<file path="src/rtl/muldiv_unit_if.sv">
// Request/response bundle between the EX stage and the multiply/divide unit.
// The master side issues the operation and flush; the slave side returns busy, done, result and rd_out.
interface muldiv_unit_if #(
  parameter int N = 32
);
  logic         start;
  logic [2:0]   funct3;
  logic [N-1:0] rs1_data;
  logic [N-1:0] rs2_data;
  logic [4:0]   rd_in;
  logic         flush;
  logic         busy;
  logic         done;
  logic [N-1:0] result;
  logic [4:0]   rd_out;

  modport master (
    output start, funct3, rs1_data, rs2_data, rd_in, flush,
    input  busy, done, result, rd_out
  );

  modport slave (
    input  start, funct3, rs1_data, rs2_data, rd_in, flush,
    output busy, done, result, rd_out
  );
endinterface

</file>
<file path="src/rtl/muldiv_unit.sv">
// Iterative RV32M multiply/divide; FAST_MUL_EN selects a single-cycle combinational multiplier.
// Latency N+1 edges after accept (2 for special cases); start is ignored while busy, flush aborts.
module muldiv_unit #(
  parameter int N = 32
) (
  input logic          clk,
  input logic          rst,
  muldiv_unit_if.slave bus
);

  typedef enum logic [1:0] {IDLE, MUL, DIV, DONE} state_t;

  localparam int             CW   = $clog2(N + 1);
  localparam logic [CW-1:0]  LAST = CW'(N);

  state_t        state;
  logic [CW-1:0] cnt;
  logic [2:0]    op;
  logic [4:0]    rd_q;
  logic          neg_p;
  logic          neg_a;
  logic          skip_q;
  logic [N-1:0]  mb;
  logic [N-1:0]  acc_hi;
  logic [N-1:0]  acc_lo;
  logic          busy_q;
  logic          done_q;
  logic [N-1:0]  result_q;
  logic [4:0]    rd_out_q;

  assign bus.busy   = busy_q;
  assign bus.done   = done_q;
  assign bus.result = result_q;
  assign bus.rd_out = rd_out_q;

  // Operand decode at accept
  logic         a_sgn, b_sgn, a_neg, b_neg;
  logic [N-1:0] a_mag, b_mag;
  logic         div_zero, div_ovf, skip;
  logic [N-1:0] spec_val, skip_val;

  always_comb begin
    a_sgn    = (bus.funct3 == 3'b001) || (bus.funct3 == 3'b010) ||
               (bus.funct3 == 3'b100) || (bus.funct3 == 3'b110);
    b_sgn    = (bus.funct3 == 3'b001) || (bus.funct3 == 3'b100) ||
               (bus.funct3 == 3'b110);
    a_neg    = a_sgn & bus.rs1_data[N-1];
    b_neg    = b_sgn & bus.rs2_data[N-1];
    a_mag    = a_neg ? (~bus.rs1_data + 1'b1) : bus.rs1_data;
    b_mag    = b_neg ? (~bus.rs2_data + 1'b1) : bus.rs2_data;
    div_zero = bus.funct3[2] && (bus.rs2_data == '0);
    div_ovf  = ((bus.funct3 == 3'b100) || (bus.funct3 == 3'b110)) &&
               (bus.rs1_data == {1'b1, {(N-1){1'b0}}}) && (bus.rs2_data == '1);
    if (div_zero)
      spec_val = bus.funct3[1] ? bus.rs1_data : '1;
    else
      spec_val = bus.funct3[1] ? '0 : bus.rs1_data;
  end

`ifdef FAST_MUL_EN
  logic [2*N-1:0] fa, fb, fprod;
  logic [N-1:0]   fast_val;

  always_comb begin
    fa       = {{N{a_neg}}, bus.rs1_data};
    fb       = {{N{b_neg}}, bus.rs2_data};
    fprod    = fa * fb;
    fast_val = (bus.funct3 == 3'b000) ? fprod[N-1:0] : fprod[2*N-1:N];
    skip     = div_zero | div_ovf | ~bus.funct3[2];
    skip_val = bus.funct3[2] ? spec_val : fast_val;
  end
`else
  always_comb begin
    skip     = div_zero | div_ovf;
    skip_val = spec_val;
  end
`endif

  // One iteration of each datapath plus the sign-corrected final value
  logic [N:0]     msum;
  logic [N:0]     shifted, diff;
  logic           ge;
  logic [2*N-1:0] prod, prod_s;
  logic [N-1:0]   fin_val;

  always_comb begin
    msum    = {1'b0, acc_hi} + {1'b0, (acc_lo[0] ? mb : {N{1'b0}})};
    shifted = {acc_hi, acc_lo[N-1]};
    diff    = shifted - {1'b0, mb};
    ge      = ~diff[N];
    prod    = {acc_hi, acc_lo};
    prod_s  = neg_p ? (~prod + 1'b1) : prod;
    if (skip_q)
      fin_val = acc_lo;
    else if (op[2] && op[1])
      fin_val = neg_a ? (~acc_hi + 1'b1) : acc_hi;
    else if (op[2])
      fin_val = neg_p ? (~acc_lo + 1'b1) : acc_lo;
    else if (op == 3'b000)
      fin_val = prod_s[N-1:0];
    else
      fin_val = prod_s[2*N-1:N];
  end

  always_ff @(posedge clk or posedge rst) begin
    if (rst) begin
      state    <= IDLE;
      cnt      <= '0;
      op       <= '0;
      rd_q     <= '0;
      neg_p    <= 1'b0;
      neg_a    <= 1'b0;
      skip_q   <= 1'b0;
      mb       <= '0;
      acc_hi   <= '0;
      acc_lo   <= '0;
      busy_q   <= 1'b0;
      done_q   <= 1'b0;
      result_q <= '0;
      rd_out_q <= '0;
    end else if (bus.flush) begin
      state  <= IDLE;
      busy_q <= 1'b0;
      done_q <= 1'b0;
      cnt    <= '0;
    end else begin
      unique case (state)
        // DONE also accepts so a start raised in the done cycle issues back-to-back
        IDLE, DONE: begin
          done_q <= 1'b0;
          state  <= IDLE;
          if (bus.start) begin
            op     <= bus.funct3;
            rd_q   <= bus.rd_in;
            neg_p  <= a_neg ^ b_neg;
            neg_a  <= a_neg;
            skip_q <= skip;
            busy_q <= 1'b1;
            mb     <= bus.funct3[2] ? b_mag : a_mag;
            acc_hi <= '0;
            acc_lo <= skip ? skip_val : (bus.funct3[2] ? a_mag : b_mag);
            cnt    <= skip ? (LAST - 1'b1) : '0;
            state  <= (skip || bus.funct3[2]) ? DIV : MUL;
          end
        end
        MUL, DIV: begin
          if (cnt == LAST) begin
            result_q <= fin_val;
            rd_out_q <= rd_q;
            done_q   <= 1'b1;
            busy_q   <= 1'b0;
            state    <= DONE;
          end else begin
            cnt <= cnt + 1'b1;
            if (!skip_q) begin
              if (state == MUL) begin
                {acc_hi, acc_lo} <= {msum, acc_lo[N-1:1]};
              end else begin
                acc_hi <= ge ? diff[N-1:0] : shifted[N-1:0];
                acc_lo <= {acc_lo[N-2:0], ge};
              end
            end
          end
        end
      endcase
    end
  end

endmodule
</file>
<file path="src/flat_wrapper.sv">
// flat-port wrapper written by rule: the top's interface ports become plain ports
module muldiv_unit_flat 
#(
  parameter int N = 32
)
  (clk, rst, bus_start, bus_funct3, bus_rs1_data, bus_rs2_data, bus_rd_in, bus_flush, bus_busy, bus_done, bus_result, bus_rd_out);
  muldiv_unit_if #(.N(N)) bus_i ();
  input logic clk;
  input logic rst;
  input wire logic [$bits(bus_i.start)-1:0] bus_start;
  input wire logic [$bits(bus_i.funct3)-1:0] bus_funct3;
  input wire logic [$bits(bus_i.rs1_data)-1:0] bus_rs1_data;
  input wire logic [$bits(bus_i.rs2_data)-1:0] bus_rs2_data;
  input wire logic [$bits(bus_i.rd_in)-1:0] bus_rd_in;
  input wire logic [$bits(bus_i.flush)-1:0] bus_flush;
  output wire logic [$bits(bus_i.busy)-1:0] bus_busy;
  output wire logic [$bits(bus_i.done)-1:0] bus_done;
  output wire logic [$bits(bus_i.result)-1:0] bus_result;
  output wire logic [$bits(bus_i.rd_out)-1:0] bus_rd_out;
  assign bus_i.start = bus_start;
  assign bus_i.funct3 = bus_funct3;
  assign bus_i.rs1_data = bus_rs1_data;
  assign bus_i.rs2_data = bus_rs2_data;
  assign bus_i.rd_in = bus_rd_in;
  assign bus_i.flush = bus_flush;
  assign bus_busy = bus_i.busy;
  assign bus_done = bus_i.done;
  assign bus_result = bus_i.result;
  assign bus_rd_out = bus_i.rd_out;
  muldiv_unit #(.N(N)) u_core (.clk(clk), .rst(rst), .bus(bus_i));
endmodule
</file>
<file path="config.mk">
export PLATFORM = sky130hd
export DESIGN_NAME = muldiv_unit_flat
export DESIGN_NICKNAME = d
export VERILOG_FILES = /design/src/rtl/muldiv_unit_if.sv /design/src/rtl/muldiv_unit.sv /design/src/flat_wrapper.sv
export SDC_FILE = /design/constraint.sdc
export NUM_CORES = 1
export LEC_CHECK = 0
export BUFFER_PORTS_ARGS = -buffer_cell sky130_fd_sc_hd__buf_2
export CORE_MARGIN = 2
export CORE_UTILIZATION = 44
export CTS_BUF_LIST = sky130_fd_sc_hd__clkbuf_16
export DETAILED_ROUTE_END_ITERATION = 8
export PLACE_DENSITY = 0.71
export SLEW_MARGIN = 10
export SYNTH_ARGS = -nofsm -noshare
export SYNTH_HDL_FRONTEND = slang
export SYNTH_SLANG_ARGS = --single-unit
export TNS_END_PERCENT = 100
</file>
<file path="constraint.sdc">
create_clock -name clk -period 4.28 [get_ports clk]
set_clock_uncertainty 0.1 [all_clocks]
set_input_delay 0.428 -clock clk [delete_from_list [all_inputs] [get_ports clk]]
set_output_delay 0.428 -clock clk [all_outputs]
set_load 0.01 [all_outputs]
</file>
==> metrics <==
Final Total Pwr 14.4 mW; ys flop type dfrtp_1; GPL Wtd Cong 1.00; CP max FO 14; Compound-Gate Fraction of Synth Area 0.294; Avg Vias per Cell 6.53; Detailed Routing Iterations Pass 1 6; vias in the first global route 16400; global-route wire length before repair 98.5 mm; max-slew violations 0; DP Area 17200 µm²; Rel. slew slack 0.276; status finished, final reports clean; Worst-Margin Slew 1090 ps; Rows 70; initial antenna violation count 1; Worst R2R Start u_core.acc_lo[0]$_DFFE_PP0P_; power share of the clock group 0.105; WL/cell 23.6 µm; simple-gate share of the synthesized area 0.235; critical path required time 4520 ps; top cell type's share of synthesized area 0.238; postcts setup bufs 0; worst r2r path cells 12; Clock Latency Late Sink 460 ps; Crit Path Class flip-flop to flip-flop; final core utilization 0.488; CTS Buf Count 17; XOR/XNOR Fraction of Synth Area 0.0876; pin count of the biggest net entering global routing 155; crit end category flip-flop; layout cells sized above 1 0.114; Remaining DRCs 0; cell depth of the worst setup path 12; Max Freq 249 MHz; final setup vio count 0; Remaining Overflow, GRT 0; RSZ-0062 raised after global routing false; Max Buffers Root-to-Sink 2; Net Switching 8.18 mW; Synth area leaders dfrtp_1, o21ai_0, nand2_1; syn avg cell area 7.23 µm²; Synth Net Count 2389; I/O pin cnt 115; Netlist cell types 85; mapped cell area 16200 µm²; # Max-Cap Violations 0; CTS sink cnt 154; Leak 7.50 nW; worst hold path class primary input to flip-flop; most frequent cell after synthesis nand2_1; Max IR drop VDD 0.438 mV; post-layout minimum cycle time 4020 ps; post-route ant nets 0; cell mode on critical path o211ai_1; combinational power share 0.703; Total GRT Usage 0.334; Finished Layout Cells 2741; worst setup path startpoint u_core.acc_lo[0]$_DFFE_PP0P_; DIE HEIGHT 196 µm; placed insts 2708; Root Buffer clkbuf_16; hold path start bus_rd_in[2]; fraction of registers with async set/reset 1.00; Critical path buffers and inverters 1; Area Overhead vs Synth 9.68%; WHS 64.2 ps; Net Sw Frac 0.570; Filler cells 3699; H-tree depth 4; hold path depth 3; Cells after Synth 2239; Seq/Total Area, Yosys 0.238; main combinational cell family by area after synthesis compound AO/OA/AOI/OAI gates; final hold vios 0; mux contribution to synthesized area 0.0257; Die Wd 196 µm; Post-synth EDFFs 0; CORE AREA 36400 µm²; Post-DP HPWL 49.0 mm; initial drt markers 2022; Yosys reg bits 154; Flop pwr share 0.191; Port Buffers 114; CP peak stage delay 550 ps; worst endpoint data arrival time 4260 ps; Top delay family on crit path compound AO/OA/AOI/OAI gates; synth cell count leaders nand2_1, o21ai_0, nor2_1; Slowest-stage cell, CP dfrtp_1; Cell Chain, Critical Path clkinvlp_4 > nor2_1 > ha_1 > o211ai_1 > o21a_1 > a21o_1 > o31a_1 > a21oi_1 > a21boi_1 > o31ai_1 > o211ai_1 > a311o_1; Design Area, Final 17800 µm²; internal power 6.18 mW; Initial Utilization 0.445; Final Net Count 2409; Post-Route WL 64.8 mm; Pwr Density 808 nW/µm²; post-synthesis adder-cell area fraction 0.0581; TritonCTS clock tree done; die area 38400 µm²; vias 17900; Critical Path Start Type flip-flop; Tcrit/Tclk final 0.940; largest area contributor in the netlist dfrtp_1; hold_buf cts 0; clock transition at the registers of the reported paths 80 ps; yosys warns 0
==> registers in the layout, summed over array words and instances, names as in the netlist <==
signal / flops
u_core.neg_p: 1
u_core.bus.busy: 1
u_core.mb: 32
u_core.bus.done: 1
u_core.skip_q: 1
u_core.neg_a: 1
u_core.acc_lo: 32
u_core.acc_hi: 32
u_core.bus.result: 32
u_core.rd_q: 5
u_core.op: 3
u_core.cnt: 6
u_core.bus.rd_out: 5
u_core.state: 2
==> per-stage QoR <==
step	setup slack (ps)	setup TNS [ps]
2_1_floorplan	880	0
3_3_place_gp	180	0
3_5_place_dp	-16.4	-16.4
4_1_cts	173	0
5_1_grt	83.5	0
6_report	258	0
==> worst reg2reg max path, delay by kind of cell, from the launching register on <==
kind            cells  cell delay (ps)
simple gates        1              210
compound gates      9             2400
fa+ha+maj           1              240
flops               1              550
buf+inv             1              400
==> metal layers <==
layer	vias up	routed length, µm	track usage
met5	-	0	0
met4	0	3730	0.174
met3	166	6890	0.0605
met2	1083	26700	0.483
met1	8443	27500	0.472
li1	8204	-	-
==> power by group through the flow <==
stage / Clock, mW / Combinational (mW) / Sequential (mW)
final: 1.51 / 10.1 / 2.74
after global routing: 1.59 / 11.0 / 2.78
after CTS: 1.53 / 9.80 / 2.69
after detailed placement: 0 / 9.75 / 2.72
after global placement: 0 / 9.66 / 2.69
after floorplan: 0 / 7.13 / 2.32
==> repair_timing <==
item / in CTS / in global routing
gates cloned: 0 / 0
endpoints found under the setup margin: 1 / 6
pin swaps: 0 / 0
gates resized for setup: 1 / 3
==> final cells by class <==
cell class,instances,area [µm²],area share
antenna,1,2.50,0.000141
clock buffer,17,425,0.0239
tap,468,586,0.0330
sequential,154,3850,0.217
timing repair buffer,181,1100,0.0618
inverter,75,289,0.0163
multi-input combinational,1830,11400,0.640
clock inverter,15,135,0.00761
==> worst paths after layout <==
path | endpoint | slack [ps]
min reg2reg | u_core.bus.rd_out[3]$_DFFE_PP0P_ | 360
max in group asynchronous | u_core.cnt[1]$_DFFE_PP0P_ | 3270
max reg2reg | u_core.acc_hi[28]$_DFFE_PP0P_ | 260
min in group asynchronous | u_core.bus.result[13]$_DFFE_PP0P_ | 100
max | u_core.acc_hi[28]$_DFFE_PP0P_ | 260
min | u_core.rd_q[2]$_DFFE_PP0P_ | 60
==> cell families (layout without fill, tap and decap cells) <==
kind of cell	count (synthesis)	after routing
AND/OR/NAND/NOR	800	800
AO/OA/AOI/OAI	754	754
buffers and inverters	255	288
XOR/XNOR	162	162
flip-flops	154	154
adder cells (fa/ha/maj)	74	74
multiplexers	40	40
other	0	1
==> cells in the final DEF, fill, tap and decap left out, types with 65 or more instances in the layout <==
cell type  netlist  layout
nand2_1        270     270
o21ai_0        214     214
ha_1            72      71
buf_4            0      65
xnor2_1         88      88
inv_1           75      74
buf_2            8     114
dfrtp_1        154     153
xor2_1          74      74
nor2_1         202     198
a21oi_1        199     199
No activity file was read; power rests on OpenSTA's default activity.
